**config.mk**
```make
export PLATFORM = sky130hd
export DESIGN_NAME = pipe_cla_adder
export DESIGN_NICKNAME = d
export VERILOG_FILES = /design/src/rtl/pipe_cla_adder.sv
export SDC_FILE = /design/constraint.sdc
export NUM_CORES = 1
export LEC_CHECK = 0
export BUFFER_PORTS_ARGS = -buffer_cell sky130_fd_sc_hd__buf_2
export CORE_AREA = 2 2 151 182
export CTS_BUF_LIST = sky130_fd_sc_hd__clkbuf_2 sky130_fd_sc_hd__clkbuf_4 sky130_fd_sc_hd__clkbuf_8
export CTS_CLUSTER_DIAMETER = 150
export DETAILED_ROUTE_END_ITERATION = 12
export DIE_AREA = 0 0 153 184
export MAX_ROUTING_LAYER = met4
export SETUP_SLACK_MARGIN = 0.4
export SYNTH_ARGS = -nofsm -noshare
export SYNTH_HDL_FRONTEND = slang
export SYNTH_SLANG_ARGS = --single-unit
```
**constraint.sdc**
```tcl
create_clock -name clk -period 12.4 [get_ports clk]
set_clock_uncertainty 0.05 [all_clocks]
set_input_delay 2.48 -clock clk [delete_from_list [all_inputs] [get_ports clk]]
set_output_delay 2.48 -clock clk [all_outputs]
set_load 0.01 [all_outputs]
```
**src/rtl/pipe_cla_adder.sv**
```systemverilog
// pipe_cla_adder: pipelined carry-lookahead adder/subtractor.
// One GROUP-bit lookahead group is resolved per pipeline stage. The carry
// between groups is registered, so the critical path is a single group's
// flat lookahead logic. Operand and sum slices ride alongside each
// transaction in skew registers. A single global stall signal freezes the
// whole pipeline whenever the output holds a result nobody has taken.
module pipe_cla_adder #(
  parameter int WIDTH = 32,
  parameter int GROUP = 8
) (
  input  logic             clk,
  input  logic             rst,
  input  logic             inValid,
  output logic             inReady,
  input  logic [WIDTH-1:0] a,
  input  logic [WIDTH-1:0] b,
  input  logic             cIn,
  input  logic             sub,
  output logic             outValid,
  input  logic             outReady,
  output logic [WIDTH-1:0] s,
  output logic             cOut,
  output logic             ovf
);

  localparam int STAGES = WIDTH / GROUP;

  // Refuse to elaborate a width that does not split into whole groups.
  if (GROUP < 1 || (WIDTH % GROUP) != 0) begin : g_bad_group
    $error("pipe_cla_adder: WIDTH must be a positive multiple of GROUP");
  end

  // One pipeline slot. Slot 0 holds the captured operands (B already
  // inverted for subtraction, carry = c0). Slot k+1 holds the result of
  // lookahead group k plus the carry out of that group. Slot STAGES is
  // the output register.
  typedef struct packed {
    logic             valid;
    logic [WIDTH-1:0] opa;
    logic [WIDTH-1:0] opb;
    logic [WIDTH-1:0] sum;
    logic             carry;
    logic             ovf;
  } slot_t;

  // Result of one lookahead group.
  typedef struct packed {
    logic [GROUP-1:0] sum;
    logic             c_out;  // carry out of the group's top bit
    logic             c_msb;  // carry into the group's top bit
  } group_t;

  slot_t  slot_q   [STAGES+1];
  slot_t  slot_d   [STAGES+1];
  group_t grp_res  [STAGES];
  logic   advance;

  // Full carry lookahead for one group: every carry is a flat OR of
  // products of generate/propagate terms and the group carry-in; no
  // carry feeds another carry inside the group.
  function automatic group_t add_group(input logic [GROUP-1:0] ga,
                                       input logic [GROUP-1:0] gb,
                                       input logic             cin);
    logic [GROUP-1:0] gen;
    logic [GROUP-1:0] prop;
    logic [GROUP:0]   c;
    logic             term;
    group_t           res;
    gen  = ga & gb;
    prop = ga | gb;
    c    = '0;
    c[0] = cin;
    for (int i = 0; i < GROUP; i++) begin
      // Product term carrying the group carry-in all the way to bit i+1.
      term = cin;
      for (int m = 0; m <= i; m++) term = term & prop[m];
      c[i+1] = term;
      // Product terms for a carry generated at bit j and propagated to i+1.
      for (int j = 0; j <= i; j++) begin
        term = gen[j];
        for (int m = j + 1; m <= i; m++) term = term & prop[m];
        c[i+1] = c[i+1] | term;
      end
    end
    res.sum   = ga ^ gb ^ c[GROUP-1:0];
    res.c_out = c[GROUP];
    res.c_msb = c[GROUP-1];
    return res;
  endfunction

  // The pipeline moves only when the output slot is empty or being taken.
  assign advance  = !slot_q[STAGES].valid || outReady;
  assign inReady  = advance;

  assign outValid = slot_q[STAGES].valid;
  assign s        = slot_q[STAGES].sum;
  assign cOut     = slot_q[STAGES].carry;
  assign ovf      = slot_q[STAGES].ovf;

  // Next-state for every slot: capture operands, then one group per stage.
  always_comb begin
    // NOTE: every variable written here gets a value on every path first,
    // otherwise synthesis infers a latch to remember the old value.
    slot_d[0].valid = inValid;
    slot_d[0].opa   = a;
    slot_d[0].opb   = sub ? ~b : b;
    slot_d[0].sum   = '0;
    slot_d[0].carry = sub ? 1'b1 : cIn;
    slot_d[0].ovf   = 1'b0;
    for (int k = 0; k < STAGES; k++) begin
      grp_res[k] = add_group(slot_q[k].opa[k*GROUP +: GROUP],
                             slot_q[k].opb[k*GROUP +: GROUP],
                             slot_q[k].carry);
      slot_d[k+1]                         = slot_q[k];
      slot_d[k+1].sum[k*GROUP +: GROUP]   = grp_res[k].sum;
      slot_d[k+1].carry                   = grp_res[k].c_out;
      if (k == STAGES - 1) begin
        slot_d[k+1].ovf = grp_res[k].c_msb ^ grp_res[k].c_out;
      end
    end
  end

  // Pipeline registers: cleared asynchronously, frozen while stalled.
  always_ff @(posedge clk or posedge rst) begin
    if (rst) begin
      // NOTE: the datapath is reset along with the valid bits because the
      // output slot drives s/cOut/ovf directly and must read zero in reset.
      for (int k = 0; k <= STAGES; k++) slot_q[k] <= '0;
    end else if (advance) begin
      // NOTE: non-blocking assignment so every slot samples the old value
      // of its predecessor, giving a true shift rather than a fall-through.
      for (int k = 0; k <= STAGES; k++) slot_q[k] <= slot_d[k];
    end
  end

endmodule

```
==> flow_metrics.env, run 1 <==
export IMPL_syn_avg_cell_area_um2=9.06
export IMPL_synth_warnings=0
export IMPL_crit_type="input port to primary output"
export IMPL_setup_slack_ns=5.83
export IMPL_irDropWorstVdd_mv=0.119
export IMPL_cts_sinks=251
export IMPL_nFillCells=2554
export IMPL_p_leak_nw=6.80
export IMPL_synth_area_mm2=0.0117
export IMPL_crit_required_ns=9.87
export IMPL_grt_max_degree=217
export IMPL_io_buffers=105
export IMPL_cp_end_kind="primary output"
export IMPL_max_freq_mhz=152
export IMPL_pre_cts_slack_ns=5.72
export IMPL_ys_ff_latch=251
export IMPL_tritoncts="built"
export IMPL_period_needed_ns=6.57
export IMPL_die_area_mm2=0.0282
export IMPL_dr_pass1_iters=4
export IMPL_cap_violations=0
export IMPL_die_x_um=153
export IMPL_diodes=0
export IMPL_clockBufferDepth=3
export IMPL_htree_levels=2
export IMPL_post_cts_buffers=0
export IMPL_setup_tns_final_ns=0
export IMPL_grt_pass1_wl_mm=38.3
export IMPL_drt_iter0_markers=434
export IMPL_stdcell_area_mm2=0.0131
export IMPL_synthArstFlopShare=1.00
export IMPL_numCtsBuffers=42
export IMPL_postRouteWirelength_mm=21.8
export IMPL_postRouteAntennaNets=0
export IMPL_hold_viol=0
export IMPL_die_y_um=184
export IMPL_first_global_vias=7967
export IMPL_synthToLayoutAreaGrowth_pct=12.4
export IMPL_postLayoutCoreUtil=0.500
export IMPL_hpwl_mm=14.0
export IMPL_drive_gt1_frac=0.143
export IMPL_vias=8094
export IMPL_placed_area_mm2=0.0122
export IMPL_stdcell_count=1714
export IMPL_synth_nets=1428
export IMPL_hp_class="flop to flop"
export IMPL_overflow=0
export IMPL_outcome="finished clean"
export IMPL_yosysSeqAreaShare=0.537
export IMPL_power_mw=3.36
export IMPL_cts_hold_buffers_added=0
export IMPL_antenna_found_initial=0
export IMPL_slew_viol_final=0
export IMPL_drc=0
export IMPL_worstPathMaxFanout=216
export IMPL_routabilityCongestion=0.786
export IMPL_vias_per_cell=4.72
export IMPL_final_common_cell="nand2_1"
export IMPL_cts_clk_slew_worst_paths_ns=0.05
export IMPL_grt_util_all_layers=0.167
export IMPL_rows=65
export IMPL_max_slew_margin_rel=0.326
export IMPL_syn_inst=1290
export IMPL_rsz0062_at_grt="no"
export IMPL_root_buffer="clkbuf_8"
export IMPL_final_cell_mix="nand2_1, dfrtp_1, buf_2"
export IMPL_start_util=0.445
export IMPL_clk_latency_ns=0.53
export IMPL_timing_final_crit_share=0.530
export IMPL_synth_edff_count=0
export IMPL_setup_violations_final=0
export IMPL_tightest_slew_ns=1.01
export IMPL_synth_flop_cell="dfrtp_1"
export IMPL_crit_path_start_kind="input port"
export IMPL_holdWs_ns=0.407
export IMPL_nNetsFinal=1489
export IMPL_p_per_area_mw_per_mm2=255
export IMPL_ys_types=45
export IMPL_routedWlPerCell_um=12.7
export IMPL_core_mm2=0.0263
export IMPL_dp_cells=1642
export IMPL_post_cts_resized=0
export IMPL_num_io_pins=106
export IMPL_cp_arrival_ns=4.04
==> layout make-up <==
class / instances / area [µm²] / area share
Sequential cell: 251 / 6280 / 0.478
Multi-Input combinational cell: 859 / 4610 / 0.351
Clock buffer: 69 / 862 / 0.0656
Timing Repair Buffer: 110 / 576 / 0.0438
Tap cell: 335 / 419 / 0.0319
Inverter: 87 / 342 / 0.0260
Clock inverter: 3 / 42.5 / 0.00324
==> path summary, 6_finish.rpt <==
kind / from / slack, ns / depth (start not counted) / to
max: outReady / 5.83 / 5 / inReady
min: slot_d[98] / 0.41 / 2 / slot_d[98]
max reg2reg: outValid / 9.68 / 7 / s[30]
min reg2reg: slot_d[98] / 0.41 / 2 / slot_d[98]
max in group asynchronous: rst / 8.86 / 3 / s[23]
min in group asynchronous: rst / 2.11 / 2 / slot_d[365]
==> synthesized netlist by cell type (4+ instances only) <==
cell        n  area share
buf_4      32       0.021
dfrtp_1   251        0.54
buf_1       9      0.0029
nor2_1     38       0.012
xor2_1     15       0.011
o21a_1      5      0.0032
o31ai_1     4      0.0026
nand2b_1    4      0.0021
buf_2       7      0.0030
fa_1        4      0.0068
nor4b_1     4      0.0030
o211a_1     4      0.0034
a21oi_1    27       0.012
nand2_1   497        0.16
inv_1      86       0.028
a21o_1      4      0.0026
o21ai_0   103       0.044
nor3_1     15      0.0064
ha_1       64       0.068
xnor2_1    30       0.022
clkbuf_1   45       0.014
==> critical path, stage by stage <==
cell and delay (ns):
buf_2 0.11, nor2b_4 0.12, buf_12 0.58, inv_8 0.41
buf_2 0.27
==> flip-flops by register name, indices dropped and copies added (netlist names) <==
signal / cells
slot_d: 212
s: 32
slot_q: 4
cOut: 1
outValid: 1
ovf: 1
==> kinds of logic (layout without fill, tap and decap cells) <==
logic type,Yosys count,in the layout,share of synthesized area
AOI/OAI and AO/OA,170,170,0.0898
buffers and inverters,180,269,0.0688
xor gates and xnor gates,45,45,0.0337
DFF,251,251,0.537
and+or+nand+nor,576,576,0.195
adders and majority gates,68,68,0.0753
==> per-layer routing <==
metal / up-vias / global-route usage / routed length (µm)
met3: 41 / 0.0281 / 933
met2: 131 / 0.244 / 9340
met5: - / - / 0
li1: 4155 / - / -
met4: 0 / 0.0500 / 435
met1: 3767 / 0.239 / 11100
==> where the power goes <==
| part | internal, mW | switching [mW] |
|---|---|---|
| sequential | 1.19 | 0.204 |
| combinational | 0.484 | 0.713 |
| clock | 0.457 | 0.310 |
Power figures use the tool's default switching activity.
==> run 2: changes to the inputs <==
Clock period 12.4 ns to 5.5 ns, I/O delays scaled along.
==> run 2 against run 1 <==
Effect of this change:
- non-clock buffer count stayed put
- final area is 0.19% lower
- critical path depth is 1 lower
==> flow_metrics.env, run 2 (same netlist as run 1, synthesis figures left out) <==
export IMPL_outcome="finished clean"
export IMPL_cts_hold_buffers_added=0
export IMPL_whs_path_depth=2
export IMPL_grt_pass1_wl_mm=38.8
export IMPL_worstPathMaxFanout=100
export IMPL_die_x_um=153
export IMPL_critical_path_max_stage_delay_ns=0.37
export IMPL_power_mw=7.54
export IMPL_met3_usage=0.0295
export IMPL_regArea_mm2=0.00628
export IMPL_timing_final_crit_share=0.553
export IMPL_critPathSlowestCell="inv_8"
export IMPL_routabilityCongestion=0.801
export IMPL_period_needed_ns=3.04
export IMPL_cellInternalPower_mw=4.74
export IMPL_die_area_mm2=0.0282
export IMPL_irDropWorstVdd_mv=0.281
export IMPL_min_delay_start="slot_d[98]"
export IMPL_dr_pass1_iters=5
export IMPL_clockBufferDepth=3
export IMPL_cp_end_kind="primary output"
export IMPL_crit_chain="buf_2 > nor2b_4 > inv_8 > buf_2"
export IMPL_synthToLayoutAreaGrowth_pct=12.1
export IMPL_clk_latency_ns=0.53
export IMPL_start_util=0.445
export IMPL_met2_usage=0.251
export IMPL_dp_cells=1642
export IMPL_num_io_pins=106
export IMPL_max_freq_mhz=329
export IMPL_setup_violations_final=0
export IMPL_p_leak_nw=6.79
export IMPL_cap_violations=0
export IMPL_vias_per_cell=4.74
export IMPL_hold_viol=0
export IMPL_clock_power_share=0.224
export IMPL_routedWlPerCell_um=13.1
export IMPL_stdcell_count=1714
export IMPL_rows=65
export IMPL_p_switching_mw=2.80
export IMPL_overflow=0
export IMPL_busiest_layer="met2"
export IMPL_use_met1=0.236
export IMPL_rsz0062_at_grt="no"
export IMPL_multi_input_area_mm2=0.00461
export IMPL_rrSetupSlack_ns=3.12
export IMPL_htree_levels=2
export IMPL_numCtsBuffers=42
export IMPL_post_cts_buffers=0
export IMPL_cp_arrival_ns=1.89
export IMPL_vias=8123
export IMPL_hp_class="flop to flop"
export IMPL_hpwl_mm=14.3
export IMPL_p_per_area_mw_per_mm2=575
export IMPL_rr_worst_depth=6
export IMPL_combPwrFrac=0.359
export IMPL_largest_reg_flops=212
export IMPL_setup_tns_final_ns=0
export IMPL_cts_sinks=251
export IMPL_r2r_end="slot_d[207]"
export IMPL_nFillCells=2551
export IMPL_p_seq_frac=0.417
export IMPL_drc=0
export IMPL_drive_gt1_frac=0.143
export IMPL_root_buffer="clkbuf_8"
export IMPL_whs_endpoint="slot_d[98]"
export IMPL_antenna_found_initial=0
export IMPL_grt_max_degree=216
export IMPL_tritoncts="built"
export IMPL_switching_share=0.371
export IMPL_postRouteAntennaNets=0
export IMPL_diodes=0
export IMPL_postRouteWirelength_mm=22.5
export IMPL_drt_iter0_markers=406
export IMPL_die_y_um=184
export IMPL_io_buffers=105
export IMPL_final_cell_mix="nand2_1, dfrtp_1, buf_2"
export IMPL_tightest_slew_ns=1.17
export IMPL_final_common_cell="nand2_1"
export IMPL_first_global_vias=7982
export IMPL_slew_viol_final=0
export IMPL_grt_util_all_layers=0.169
export IMPL_cts_clk_slew_worst_paths_ns=0.06
export IMPL_crit_type="input port to primary output"
export IMPL_crit_required_ns=4.35
export IMPL_crit_path_start_kind="input port"
export IMPL_worstReg2RegStart="outValid"
export IMPL_nNetsFinal=1489
export IMPL_max_slew_margin_rel=0.223
export IMPL_post_cts_resized=0
export IMPL_core_mm2=0.0263
export IMPL_crit_top_cell="buf_2"
[run 2: metal layers]
layer / vias to the layer above / part of all wire
met1: 3782 / 0.50
met5: - / 0
met3: 44 / 0.040
met2: 145 / 0.43
li1: 4152 / -
met4: 0 / 0.024
[run 2: critical path: cells and delay by family]
kind | cells | cell delay, ns
buf+inv | 3 | 0.70
simple gates | 1 | 0.06
[run 2: cell type report]
class / count / area share
Multi-Input combinational cell: 859 / 0.352
Clock inverter: 4 / 0.00172
Clock buffer: 68 / 0.0647
Tap cell: 335 / 0.0320
Inverter: 87 / 0.0258
Timing Repair Buffer: 110 / 0.0449
Sequential cell: 251 / 0.479
[run 2: how the worst max path moves through the flow]
| stage | start | end | slack (ns) |
|---|---|---|---|
| 2_1_floorplan | rst | cOut | 1.05 |
| 3_3_place_gp | outReady | slot_d[207] | 2.46 |
| 3_5_place_dp | outReady | slot_d[207] | 2.41 |
| 4_1_cts | outReady | inReady | 2.46 |
| 5_1_grt | outReady | inReady | 2.39 |
| 6_report | outReady | inReady | 2.46 |
[run 2: power groups by stage]
stage	registers, mW	clock network [mW]	logic [mW]
floorplan	3.05	0	2.27
global placement	3.16	0	2.66
detailed placement	3.19	0	2.73
CTS	3.16	1.75	2.76
global route	3.26	1.84	3.17
finish	3.15	1.69	2.71
[run 2: metrics by stage]
stage / hold slack [ns] / util / area, µm² / setup WS, ns
global route: 0.422 / 0.499 / 13100 / 2.39
floorplan: 0.380 / - / 11700 / 1.05
detailed placement: 0.394 / 0.466 / 12200 / 2.41
global placement: 0.392 / 0.466 / 12200 / 2.46
CTS: 0.412 / 0.499 / 13100 / 2.46
finish: 0.406 / 0.499 / 13100 / 2.46
==> run 3: changes to the inputs <==
Clock period 5.5 ns to 2.7 ns, I/O delays scaled along.
==> run 3 against run 2 <==
Effect of this change:
- flip-flop and latch count unchanged
- power up 110%
- die area unchanged
- count of clock-buffer cells in the layout up 4
- highest routed layer unchanged
- via count down 0.78%
==> flow_metrics.env, run 3 (same netlist as run 1, synthesis figures left out) <==
export IMPL_tightest_slew_ns=0.900
export IMPL_cts_sinks=251
export IMPL_cap_violations=0
export IMPL_io_buffers=105
export IMPL_synthToLayoutAreaGrowth_pct=13.3
export IMPL_final_cell_mix="nand2_1, dfrtp_1, buf_2"
export IMPL_hold_viol=0
export IMPL_postLayoutCoreUtil=0.504
export IMPL_crit_type="flop to flop"
export IMPL_post_cts_resized=0
export IMPL_postRouteWirelength_mm=22.6
export IMPL_root_buffer="clkbuf_8"
export IMPL_die_x_um=153
export IMPL_r2r_end="slot_d[207]"
export IMPL_met2_usage=0.263
export IMPL_cp_end_kind="flop"
export IMPL_clk_latency_ns=0.55
export IMPL_numCtsBuffers=42
export IMPL_pre_cts_slack_ns=0.583
export IMPL_switching_share=0.372
export IMPL_holdWs_ns=0.0934
export IMPL_die_area_mm2=0.0282
export IMPL_routabilityCongestion=0.788
export IMPL_start_util=0.445
export IMPL_busiest_layer="met2"
export IMPL_dr_pass1_iters=5
export IMPL_max_freq_mhz=459
export IMPL_slew_viol_final=0
export IMPL_routedWlPerCell_um=13.1
export IMPL_cts_clk_slew_worst_paths_ns=0.06
export IMPL_grt_pass1_wl_mm=39.4
export IMPL_critPathSlowestCell="a2111o_1"
export IMPL_grt_max_degree=128
export IMPL_tritoncts="built"
export IMPL_crit_required_ns=3.07
export IMPL_clockBufferDepth=3
export IMPL_num_io_pins=106
export IMPL_post_cts_buffers=0
export IMPL_setup_violations_final=0
export IMPL_core_mm2=0.0263
export IMPL_outcome="finished clean"
export IMPL_rr_worst_depth=7
export IMPL_die_y_um=184
export IMPL_cpLargestDelayFamily="compound AO/OA/AOI/OAI gates"
export IMPL_use_met1=0.240
export IMPL_cp_arrival_ns=2.55
export IMPL_timing_final_crit_share=0.807
export IMPL_postRouteAntennaNets=0
export IMPL_stdcell_count=1724
export IMPL_combPwrFrac=0.363
export IMPL_crit_path_start_kind="flop"
export IMPL_rows=65
export IMPL_htree_levels=2
export IMPL_power_mw=15.6
export IMPL_path_buf_inv=1
export IMPL_rrSetupSlack_ns=0.52
export IMPL_period_needed_ns=2.18
export IMPL_diodes=0
export IMPL_vias_per_cell=4.68
export IMPL_clock_power_share=0.227
export IMPL_irDropWorstVdd_mv=0.422
export IMPL_dp_cells=1649
export IMPL_drive_gt1_frac=0.149
export IMPL_drc=0
export IMPL_stdcell_area_mm2=0.0132
export IMPL_placed_area_mm2=0.0123
export IMPL_met3_usage=0.0299
export IMPL_max_slew_margin_rel=0.400
export IMPL_worstReg2RegStart="slot_d[331]"
export IMPL_cts_hold_buffers_added=0
export IMPL_hp_class="input port to async pin"
export IMPL_p_per_area_mw_per_mm2=1170
export IMPL_rsz0062_at_grt="no"
export IMPL_p_seq_frac=0.411
export IMPL_nNetsFinal=1496
export IMPL_p_switching_mw=5.78
export IMPL_cellInternalPower_mw=9.77
export IMPL_grt_util_all_layers=0.173
export IMPL_hpwl_mm=15.0
export IMPL_antenna_found_initial=0
export IMPL_largest_reg_flops=212
export IMPL_final_common_cell="nand2_1"
export IMPL_nFillCells=2536
export IMPL_crit_chain="inv_1 > ha_1 > nand2b_1 > a2111o_1 > a211oi_4 > o2111ai_1 > nor3b_2"
export IMPL_overflow=0
export IMPL_p_leak_nw=6.86
export IMPL_critical_path_max_stage_delay_ns=0.49
export IMPL_drt_iter0_markers=376
export IMPL_vias=8060
export IMPL_first_global_vias=8133
export IMPL_setup_slack_ns=0.521
export IMPL_worstPathMaxFanout=5
export IMPL_setup_tns_final_ns=0
[run 3: worst reg2reg max path, delay by kind of cell (launching register included)]
family                     cells  cell delay [ns]
AOI/OAI and AO/OA              3             1.00
adders and majority gates      1             0.18
buffers and inverters          1             0.07
DFF                            1             0.40
and+or+nand+nor                2             0.34
[run 3: cell type report]
type / instances / area [µm²] / area share
Timing Repair Buffer: 117 / 691 / 0.0522
Sequential cell: 251 / 6280 / 0.474
Clock inverter: 3 / 27.5 / 0.00208
Clock buffer: 72 / 872 / 0.0659
Multi-Input combinational cell: 859 / 4610 / 0.348
Tap cell: 335 / 419 / 0.0317
Inverter: 87 / 338 / 0.0255
[run 3: routing by layer]
layer,wire length (µm),share of wire,up-vias
li1,-,-,4168
met4,422,0.019,0
met5,0,0,-
met1,11300,0.50,3717
met2,9990,0.44,140
met3,885,0.039,35
[run 3: power groups by stage]
stage	combinational [mW]	clock, mW	sequential [mW]
after global routing	6.58	3.84	6.61
after CTS	5.75	3.63	6.40
after global placement	5.57	0	6.41
after floorplan	4.63	0	6.20
after detailed placement	5.70	0	6.46
final	5.64	3.53	6.39
[run 3: worst max-delay path by stage]
stage	from	endpoint	slack [ns]	depth (start not counted)
floorplan	rst	cOut	-1.19	1
global placement	outReady	slot_d[110]	0.63	5
detailed placement	slot_d[331]	slot_d[207]	0.58	7
CTS	outValid	inReady	0.52	3
global route	slot_d[331]	slot_d[207]	0.41	7
finish	slot_d[331]	slot_d[207]	0.52	7
